**config.mk**
```make
export PLATFORM = sky130hd
export DESIGN_NAME = pll_lock_sequencer_flat
export DESIGN_NICKNAME = d
export VERILOG_FILES = /design/src/rtl/pll_lock_sequencer_if.sv /design/src/rtl/pll_lock_sequencer.sv /design/src/flat_wrapper.sv
export SDC_FILE = /design/constraint.sdc
export NUM_CORES = 1
export LEC_CHECK = 0
export CAP_MARGIN = 10
export CORE_MARGIN = 2
export CORE_UTILIZATION = 53
export CTS_CLUSTER_DIAMETER = 60
export CTS_CLUSTER_SIZE = 20
export DETAILED_ROUTE_END_ITERATION = 8
export PLACE_DENSITY_LB_ADDON = 0.12
export SLEW_MARGIN = 30
export SYNTH_ARGS = -nofsm -noshare
export SYNTH_HDL_FRONTEND = slang
export SYNTH_SLANG_ARGS = --single-unit
```
**constraint.sdc**
```tcl
create_clock -name CLK -period 3.1 [get_ports CLK]
set_clock_uncertainty 0.1 [all_clocks]
set_input_delay 0.62 -clock CLK [delete_from_list [all_inputs] [get_ports CLK]]
set_output_delay 0.62 -clock CLK [all_outputs]
set_load 0.01 [all_outputs]
```
**src/rtl/pll_lock_sequencer_if.sv**
```systemverilog
// ---------------------------------------------------------------------------
// pll_lock_sequencer_if
//   Groups the PLL-facing and system-facing signals of the lock sequencer.
//   master : the sequencer (consumes PLL_LOCK, drives everything else)
//   slave  : the PLL / system side
//
//   PLL_LOCK    PLL LOCK indication, asynchronous to the sequencer clock
//   PLL_RESETB  active-low reset to the PLL
//   SYS_RESET   active-high reset for the 64 MHz domain (consumers resync it)
//   READY       high only while the sequencer is in RUN
//   RETRY_CNT   saturating count of lock timeouts and lock losses
//   STATE       current sequencer state, debug visibility only
// ---------------------------------------------------------------------------
interface pll_lock_sequencer_if;
    logic       PLL_LOCK;
    logic       PLL_RESETB;
    logic       SYS_RESET;
    logic       READY;
    logic [7:0] RETRY_CNT;
    logic [2:0] STATE;

    modport master (
        input  PLL_LOCK,
        output PLL_RESETB, SYS_RESET, READY, RETRY_CNT, STATE
    );

    modport slave (
        output PLL_LOCK,
        input  PLL_RESETB, SYS_RESET, READY, RETRY_CNT, STATE
    );
endinterface

```
**src/rtl/pll_lock_sequencer.sv**
```systemverilog
// ---------------------------------------------------------------------------
// pll_lock_sequencer
//   Bring-up and supervision of the 16->64 MHz PLL. Runs on the 16 MHz
//   reference clock: pulses the PLL reset, waits for LOCK, requires LOCK to
//   stay up for LOCK_STABLE cycles, then holds the system reset for a further
//   RST_STRETCH cycles before declaring RUN. A lock timeout or lock loss
//   re-runs the PLL reset and bumps a saturating retry counter.
//
// Ports
//   CLK    in   16 MHz reference clock (only clock of this block)
//   RESET  in   synchronous active-high reset, highest priority
//   bus    master modport of pll_lock_sequencer_if (see interface header)
//
// Parameters
//   PLL_RST_CYCLES  cycles PLL_RESETB is held low per attempt   (>= 2)
//   LOCK_TIMEOUT    cycles to wait for lock before retrying     (>= 2)
//   LOCK_STABLE     consecutive synchronised-lock cycles needed (>= 2)
//   RST_STRETCH     extra SYS_RESET cycles after qualification  (>= 2)
//   CNT_W           shared counter width, all counts <= 2**CNT_W
// ---------------------------------------------------------------------------
module pll_lock_sequencer #(
    parameter int PLL_RST_CYCLES = 16,
    parameter int LOCK_TIMEOUT   = 16384,
    parameter int LOCK_STABLE    = 256,
    parameter int RST_STRETCH    = 64,
    parameter int CNT_W          = 16
) (
    input  logic                 CLK,
    input  logic                 RESET,
    pll_lock_sequencer_if.master bus
);

    typedef enum logic [2:0] {
        S_PLLRST  = 3'd0,
        S_WAIT    = 3'd1,
        S_STABLE  = 3'd2,
        S_STRETCH = 3'd3,
        S_RUN     = 3'd4
    } state_e;

    // Terminal values of the shared counter, one per timed state.
    localparam logic [CNT_W-1:0] RST_LAST     = CNT_W'(PLL_RST_CYCLES - 1);
    localparam logic [CNT_W-1:0] TIMEOUT_LAST = CNT_W'(LOCK_TIMEOUT - 1);
    localparam logic [CNT_W-1:0] STABLE_LAST  = CNT_W'(LOCK_STABLE - 1);
    localparam logic [CNT_W-1:0] STRETCH_LAST = CNT_W'(RST_STRETCH - 1);

    localparam logic [7:0] RETRY_MAX = 8'hFF;

    state_e           state_q, state_d;
    logic [CNT_W-1:0] cnt_q, cnt_d;
    logic [7:0]       retry_q, retry_d;
    logic             retry_inc;

    logic [1:0]       lock_sync_q;
    logic             lock_s;

    logic             pll_resetb_q, pll_resetb_d;
    logic             sys_reset_q,  sys_reset_d;
    logic             ready_q,      ready_d;

    // -----------------------------------------------------------------------
    // Two-flop synchroniser for the asynchronous PLL LOCK. Cleared on RESET
    // so a stale lock from before the reset can never qualify a new attempt.
    // -----------------------------------------------------------------------
    always_ff @(posedge CLK) begin
        if (RESET) begin
            lock_sync_q <= 2'b00;
        end else begin
            lock_sync_q <= {lock_sync_q[0], bus.PLL_LOCK};
        end
    end

    assign lock_s = lock_sync_q[1];

    // -----------------------------------------------------------------------
    // State register, shared counter, retry counter and registered outputs.
    // -----------------------------------------------------------------------
    always_ff @(posedge CLK) begin
        if (RESET) begin
            state_q      <= S_PLLRST;
            cnt_q        <= '0;
            retry_q      <= '0;
            pll_resetb_q <= 1'b0;
            sys_reset_q  <= 1'b1;
            ready_q      <= 1'b0;
        end else begin
            state_q      <= state_d;
            cnt_q        <= cnt_d;
            retry_q      <= retry_d;
            pll_resetb_q <= pll_resetb_d;
            sys_reset_q  <= sys_reset_d;
            ready_q      <= ready_d;
        end
    end

    // -----------------------------------------------------------------------
    // Next-state logic. In every lock-sensitive state the lock check is
    // evaluated before the terminal count, so a lock drop landing on the
    // terminal cycle still aborts instead of advancing.
    // -----------------------------------------------------------------------
    always_comb begin
        state_d   = state_q;
        retry_inc = 1'b0;

        case (state_q)
            S_PLLRST: begin
                if (cnt_q == RST_LAST) state_d = S_WAIT;
            end
            S_WAIT: begin
                if (lock_s) begin
                    state_d = S_STABLE;
                end else if (cnt_q == TIMEOUT_LAST) begin
                    state_d   = S_PLLRST;
                    retry_inc = 1'b1;
                end
            end
            S_STABLE: begin
                // A drop while qualifying is treated as a glitch: keep the PLL
                // running and simply re-wait, without counting a retry.
                if (!lock_s) begin
                    state_d = S_WAIT;
                end else if (cnt_q == STABLE_LAST) begin
                    state_d = S_STRETCH;
                end
            end
            S_STRETCH: begin
                if (!lock_s) begin
                    state_d   = S_PLLRST;
                    retry_inc = 1'b1;
                end else if (cnt_q == STRETCH_LAST) begin
                    state_d = S_RUN;
                end
            end
            S_RUN: begin
                if (!lock_s) begin
                    state_d   = S_PLLRST;
                    retry_inc = 1'b1;
                end
            end
            default: begin
                state_d = S_PLLRST;
            end
        endcase

        // Counter restarts on every state change. RUN has no terminal count,
        // so the counter is frozen there rather than left to wrap.
        if (state_d != state_q) begin
            cnt_d = '0;
        end else if (state_q == S_RUN) begin
            cnt_d = cnt_q;
        end else begin
            cnt_d = cnt_q + CNT_W'(1);
        end

        if (retry_inc && (retry_q != RETRY_MAX)) begin
            retry_d = retry_q + 8'd1;
        end else begin
            retry_d = retry_q;
        end
    end

    // -----------------------------------------------------------------------
    // Output decode. Decoding the next state and registering it makes the
    // flopped outputs always match the state held in state_q, glitch-free.
    // -----------------------------------------------------------------------
    always_comb begin
        pll_resetb_d = (state_d != S_PLLRST);
        sys_reset_d  = (state_d != S_RUN);
        ready_d      = (state_d == S_RUN);
    end

    assign bus.PLL_RESETB = pll_resetb_q;
    assign bus.SYS_RESET  = sys_reset_q;
    assign bus.READY      = ready_q;
    assign bus.RETRY_CNT  = retry_q;
    assign bus.STATE      = state_q;

endmodule
```
**src/flat_wrapper.sv**
```systemverilog
// flat-port wrapper written by rule: the top's interface ports become plain ports
module pll_lock_sequencer_flat 
#(
    parameter int PLL_RST_CYCLES = 16,
    parameter int LOCK_TIMEOUT   = 16384,
    parameter int LOCK_STABLE    = 256,
    parameter int RST_STRETCH    = 64,
    parameter int CNT_W          = 16
)
  (CLK, RESET, bus_PLL_LOCK, bus_PLL_RESETB, bus_SYS_RESET, bus_READY, bus_RETRY_CNT, bus_STATE);
  pll_lock_sequencer_if bus_i ();
  input  logic CLK;
  input  logic RESET;
  input wire logic [$bits(bus_i.PLL_LOCK)-1:0] bus_PLL_LOCK;
  output wire logic [$bits(bus_i.PLL_RESETB)-1:0] bus_PLL_RESETB;
  output wire logic [$bits(bus_i.SYS_RESET)-1:0] bus_SYS_RESET;
  output wire logic [$bits(bus_i.READY)-1:0] bus_READY;
  output wire logic [$bits(bus_i.RETRY_CNT)-1:0] bus_RETRY_CNT;
  output wire logic [$bits(bus_i.STATE)-1:0] bus_STATE;
  assign bus_i.PLL_LOCK = bus_PLL_LOCK;
  assign bus_PLL_RESETB = bus_i.PLL_RESETB;
  assign bus_SYS_RESET = bus_i.SYS_RESET;
  assign bus_READY = bus_i.READY;
  assign bus_RETRY_CNT = bus_i.RETRY_CNT;
  assign bus_STATE = bus_i.STATE;
  pll_lock_sequencer #(.PLL_RST_CYCLES(PLL_RST_CYCLES), .LOCK_TIMEOUT(LOCK_TIMEOUT), .LOCK_STABLE(LOCK_STABLE), .RST_STRETCH(RST_STRETCH), .CNT_W(CNT_W)) u_core (.CLK(CLK), .RESET(RESET), .bus(bus_i));
endmodule
```
==> impl_metrics.yaml <==
drt:
  postRouteAntennaNets: 0
  via_per_inst: 5.78
  drt_iter0_drc: 40
  vias: 1324
  wl_um: 3090
  drc: 0
  drtPass1Iterations: 4
  wl_per_cell_um: 13.5
die:
  dieHeight_um: 59.3
  core-area_um2: 2980
  ios: 17
  rows: 20
  initial_core_util: 0.545
  die-area_um2: 3520
  die_w_um: 59.3
synthesis:
  dominantRegCellSynth: "dfxtp_1"
  synth-seq-cells: 32
  netlist_area_um2: 1620
  synthArstFlopShare: 0
  netlist.top_cell.by_area: "dfxtp_1"
  synth.distinct_cells: 45
  synth_edf_count: 0
  netlist_instances: 182
  netlist.area_leader.share: 0.395
  ys_top_cells_by_count: "dfxtp_1, nor2_1, nor3_1"
  yosysMostFrequentCell: "dfxtp_1"
  ys_seq_area_frac: 0.395
  synth_fp_nets: 187
  synth_warnings: 0
  synth_area_leaders: "dfxtp_1, xor2_1, nor3_1"
  synth_area_per_cell_um2: 8.92
worst_setup_path:
  crit_type: "flop to flop"
  rr_startpoint: "u_core.cnt_q[0]"
  path_max_fanout: 10
  end_kind: "flop"
  start_kind: "flop"
  cp.required_ns: 3.22
  crit_arrival_ns: 2.77
  cp-startpoint: "u_core.cnt_q[0]"
run_status:
  status: "finished clean"
sta:
  worst_slew_pin_slew_ns: 0.541
  relSlewSlack: 0.636
  holdWs_ns: 0.357
  min_period_ns: 2.65
  final-hold-violation-count: 0
  rsz0062_at_grt: "false"
  fmax_mhz: 378
  period_share: 0.854
  setup_viol: 0
  tns_ns: 0
  slew_violations: 0
placement:
  place_hpwl_um: 2300
  io_buffers: 16
  gp_congestion: 0.847
global_routing:
  grt_pass1_vias: 1226
  grt_pass1_wl_um: 5260
  overflow: 0
  grt_max_degree: 21
  grt_use_total: 0.197
  grt_antenna_before_repair: 0
clock_tree:
  cts_made_buffers: 5
  ctsResizeCount: 0
  cts_setup_buffers: 0
  htree_levels: 2
  cts-hold-fix-buffers: 0
  clockBufferDepth: 2
  clock-sinks: 32
  path_clk_slew_ns: 0.09
  clock_latency_ns: 0.33
  clockRootBuffer: "clkbuf_4"
  cts_tree: "done"
layout:
  drive_gt1_frac: 0.0714
  antenna_cells: 0
  fin_nets: 201
  synthToLayoutAreaGrowth_pct: 11.9
  n_fill_cell: 276
power_and_ir_drop:
  cellLeakagePower_uw: 0.000677
  ir_drop_v: 0.000235
  cellPowerDensity_nw_per_um2: 363
job:
  maxCapViolations: 0
min_path:
  min_from: "u_core.lock_sync_q[0]"
  min_path_type: "flop to flop"
-- power by group --
part / total [µW] / internal (µW) / leakage (µW) / switching (µW)
logic: 23.0 / 10.3 / 0.000390 / 12.7
registers: 422 / 416 / 0.000259 / 6.16
clock network: 214 / 83.3 / 0.0000281 / 130
-- layer usage --
layer / GRT usage / vias to the layer above / routed length, µm
li1: - / 679 / -
met1: 0.237 / 618 / 1450
met2: 0.319 / 21 / 1480
met3: 0.0655 / 6 / 105
met4: 0.0877 / 0 / 49
met5: 0 / - / 0
-- area by class of cell --
class                   count  area, µm²  area share
multi-input cells         135        897       0.494
flip-flops and latches     32        641       0.353
repair buffers             18        175      0.0965
clock buffers               6       41.3      0.0227
well taps                  33       41.3      0.0227
inverters                   4       15.0     0.00827
clock inverters             1       5.00     0.00276
-- stage by stage --
| step | utilization | area [µm²] | instances | worst slack (ns) | power, µW |
|---|---|---|---|---|---|
| finish | 0.610 | 1820 | 229 | 0.452 | 658 |
| CTS | 0.610 | 1820 | 229 | 0.454 | 666 |
| global placement | 0.594 | 1770 | 222 | 0.579 | 453 |
| global route | 0.610 | 1820 | 229 | 0.288 | 689 |
| detailed placement | 0.594 | 1770 | 222 | 0.473 | 455 |
| floorplan | - | 1620 | 182 | 0.858 | 447 |
-- placed cells by master (no fill, tap or decap), types with 3 or more instances in the layout --
cell / instances
a21oi_1: 5
and3_1: 5
clkbuf_4: 5
clkdlybuf4s50_1: 16
dfxtp_1: 32
inv_1: 4
mux2_1: 4
nand2_1: 7
nand2b_1: 3
nand3_1: 5
nand4_1: 10
nor2_1: 19
nor2b_1: 6
nor3_1: 15
nor4_1: 5
or3_1: 3
xnor2_1: 7
xor2_1: 9
-- kinds of logic after synthesis --
logic type	count (synthesis)	share of synthesized area
simple gates	92	0.328
flops	32	0.395
compound gates	19	0.0825
xor+xnor	16	0.0864
buf+inv	15	0.0524
mux	6	0.0401
fa+ha+maj	2	0.0154
-- sequential cells by signal, indices dropped and copies added (netlist names) --
signal / count
u_core.cnt_q: 16
u_core.bus.PLL_RESETB: 1
u_core.bus.RETRY_CNT: 8
u_core.bus.READY: 1
u_core.lock_sync_q: 2
u_core.bus.STATE: 3
u_core.bus.SYS_RESET: 1
-- path summary, 6_finish.rpt --
check,end,slack (ns),cells past startpoint
setup / recovery,u_core.bus.RETRY_CNT[7],0.45,6
setup reg to reg,u_core.bus.RETRY_CNT[7],0.45,6
hold reg to reg,u_core.lock_sync_q[1],0.36,1
hold / removal,u_core.lock_sync_q[1],0.36,1
-- critical path: stages (launching register included) --
cell     delay, ns
dfxtp_1       0.41
ha_1          0.21
or3b_1        0.44
nor4_1        0.42
o31a_1        0.43
and3_1        0.23
mux2_1        0.31
(Power assumes the default switching activity.)
==> patch: new RTL, same flow settings <==
`CNT_W` is set to 16 in 2 places; all go to 12.
--- a/src/rtl/pll_lock_sequencer.sv
+++ b/src/rtl/pll_lock_sequencer.sv
@@ -24,5 +24,5 @@
     parameter int LOCK_STABLE    = 256,
     parameter int RST_STRETCH    = 64,
-    parameter int CNT_W          = 16
+    parameter int CNT_W          = 12
 ) (
     input  logic                 CLK,
--- a/src/flat_wrapper.sv
+++ b/src/flat_wrapper.sv
@@ -6,5 +6,5 @@
     parameter int LOCK_STABLE    = 256,
     parameter int RST_STRETCH    = 64,
-    parameter int CNT_W          = 16
+    parameter int CNT_W          = 12
 )
   (CLK, RESET, bus_PLL_LOCK, bus_PLL_RESETB, bus_SYS_RESET, bus_READY, bus_RETRY_CNT, bus_STATE);
Formal check against the unedited RTL: same outputs for any inputs over 10 cycles, from zero or initial values and one cycle with RESET high; that may be too few to reach the edited logic, so the function may still have changed.
==> patch against the unedited design <==
- sequential cell count down 4
- synthesized cell count is the same
- total power is 17% lower
- first-iteration DRC count increased by 28%
- critical path depth down 1
- setup slack improved by 0.23 ns
- synthesized area is 6.9% lower
- wire length is 3.0% higher
- cell area fell by 5.7%
==> patch: results (changes against the unedited design) <==
| Metric | Value |
|---|---|
| Number of diodes | `0 (unchanged)` |
| Most frequent cells after synthesis | `28 x dfxtp_1, 19 x nand2_1, 16 x nand3_1` |
| Post_cts resized | `0 (unchanged)` |
| Clk tree area frac | `1.31% (-1.2 points)` |
| Num rows | `19 (-5.0%)` |
| Htree depth | `1 (-1)` |
| Drt total wl | `3.18 mm (+3.0%)` |
| Clock Root Buffer | `clkbuf_4` |
| Final instance area | `1710 um2 (-5.7%)` |
| Fraction of area in registers | `32.7% (-2.6 points)` |
| Relative slew slack | `45.8% (-18 points)` |
| Largest net degree at the start of global routing | `21 (unchanged)` |
| Leakage power figure | `0.000564 uW (-17%)` |
| Seq/Total Area, Yosys | `37.1% (-2.4 points)` |
| Number of global-route vias before repair | `1,291 (+5.3%)` |
| Max FO, Critical Path | `14 (+4)` |
| Worst flop-to-flop path startpoint | `u_core.bus.STATE[2]` |
| IR Drop Worst-Case VDD | `0.221 mV (-6.0%)` |
| Clock Latency Late Sink | `roughly 0.32 ns` |
| Cells after DPL | `223 (+0.45%)` |
| Reg clk slew, reported paths | `0.14 ns (+0.05 ns)` |
| All-layer global routing usage | `21.1% (+1.4 points)` |
| Final setup viols | `0 (unchanged)` |
| Non-clk bufs | `19 (+1)` |
| Crit. Startpoint | `u_core.bus.STATE[2]` |
| Unique masters post-synth | `43 (-4.4%)` |
| Hold Slack | `0.358 ns (+0.00136 ns)` |
| PortBufs | `16 (unchanged)` |
| Inverters | `3 (-1)` |
| Pre-CTS setup slack | `0.667 ns (+0.194 ns)` |
| Clock sinks | `28 (-13%)` |
| Final Wtd Congestion | `0.821 (-3.2%)` |
| Syn_nets | `187 (unchanged)` |
| Final worst path period share | `78.1% (-7.3 points)` |
| Critical path endpoint | `u_core.bus.RETRY_CNT[5]` |
| Routed len/inst | `14.1 um (+4.4%)` |
| Layout cells sized above 1 | `7.69% (+0.55 points)` |
| Hold_sp | `u_core.lock_sync_q[0]` |
| Largest register FFs | `12 (-4)` |
| TritonRoute pass-1 iters | `4 (unchanged)` |
| Routed vias/inst | `6.11 (+5.7%)` |
| Detailed placer's ending HPWL | `2.31 mm (+0.40%)` |
| Reg2reg path depth | `5 (-1)` |
| Multi-input gates | `142 (+5.2%)` |
| Synth area leaders | `dfxtp_1 37%, nand3_1 5.3%, nand2_1 4.7%, mux2i_1 4.0%, o21ai_0 4.0%` |
| Final net count | `202 (+0.50%)` |
| Fillers | `241 (-13%)` |
| First-pass GRT wire length | `5.60 mm (+6.4%)` |
| Synth Area per Inst | `8.30 um2 (-6.9%)` |
| TritonCTS Buffers | `3 (-2)` |
| Multi-input combinational area share | `52.4% (+3.0 points)` |
| WP data arrival | `2.59 ns (-0.18 ns)` |
| Status | `completed` |
| Async SR Flop Fraction | `0% (unchanged)` |
| Synthesis warning total | `0 (unchanged)` |
| Reg2Reg Setup Slack | `0.68 ns (+0.23 ns)` |
| Non-clock buffering overhead | `10.7% (+1.0 points)` |
| Hold Path Class | `reg -> reg` |
| DRT iter0 DRCs | `51 (+28%)` |
| Post-CTS Setup Bufs | `0 (unchanged)` |
==> patch: logic make-up (layout without fill, tap and decap cells) <==
kind of cell	count (synthesis)	after routing	share of synthesized area [%]
and+or+nand+nor	81	81	29.6
AOI/OAI and AO/OA	41	41	16.8
DFF	28	28	37.1
buffers and inverters	12	25	3.56
xor gates and xnor gates	10	10	5.79
muxes	8	8	5.46
adders and majority gates	2	2	1.66
==> patch: metal layers <==
layer / up-vias / routed length, um / track usage, %
met5: - / 0 / 0
met4: 0 / 32 / 5.65
met3: 5 / 101 / 2.95
met2: 27 / 1570 / 38.0
met1: 662 / 1480 / 26.2
li1: 687 / - / -
==> patch: critical path: stages (launching register included) <==
cell and delay, ns:
dfxtp_1 0.57, or3b_2 0.64, o21ai_0 0.16, o21ai_1 0.24
or4_1 0.52, a21oi_1 0.14
==> patch: report_power, final <==
part           leakage, uW  total [uW]  switching (uW)  internal [uW]
Clock            0.0000138         147             102           45.6
Sequential        0.000227         370            5.35            365
Combinational     0.000324        27.4            14.5           12.9
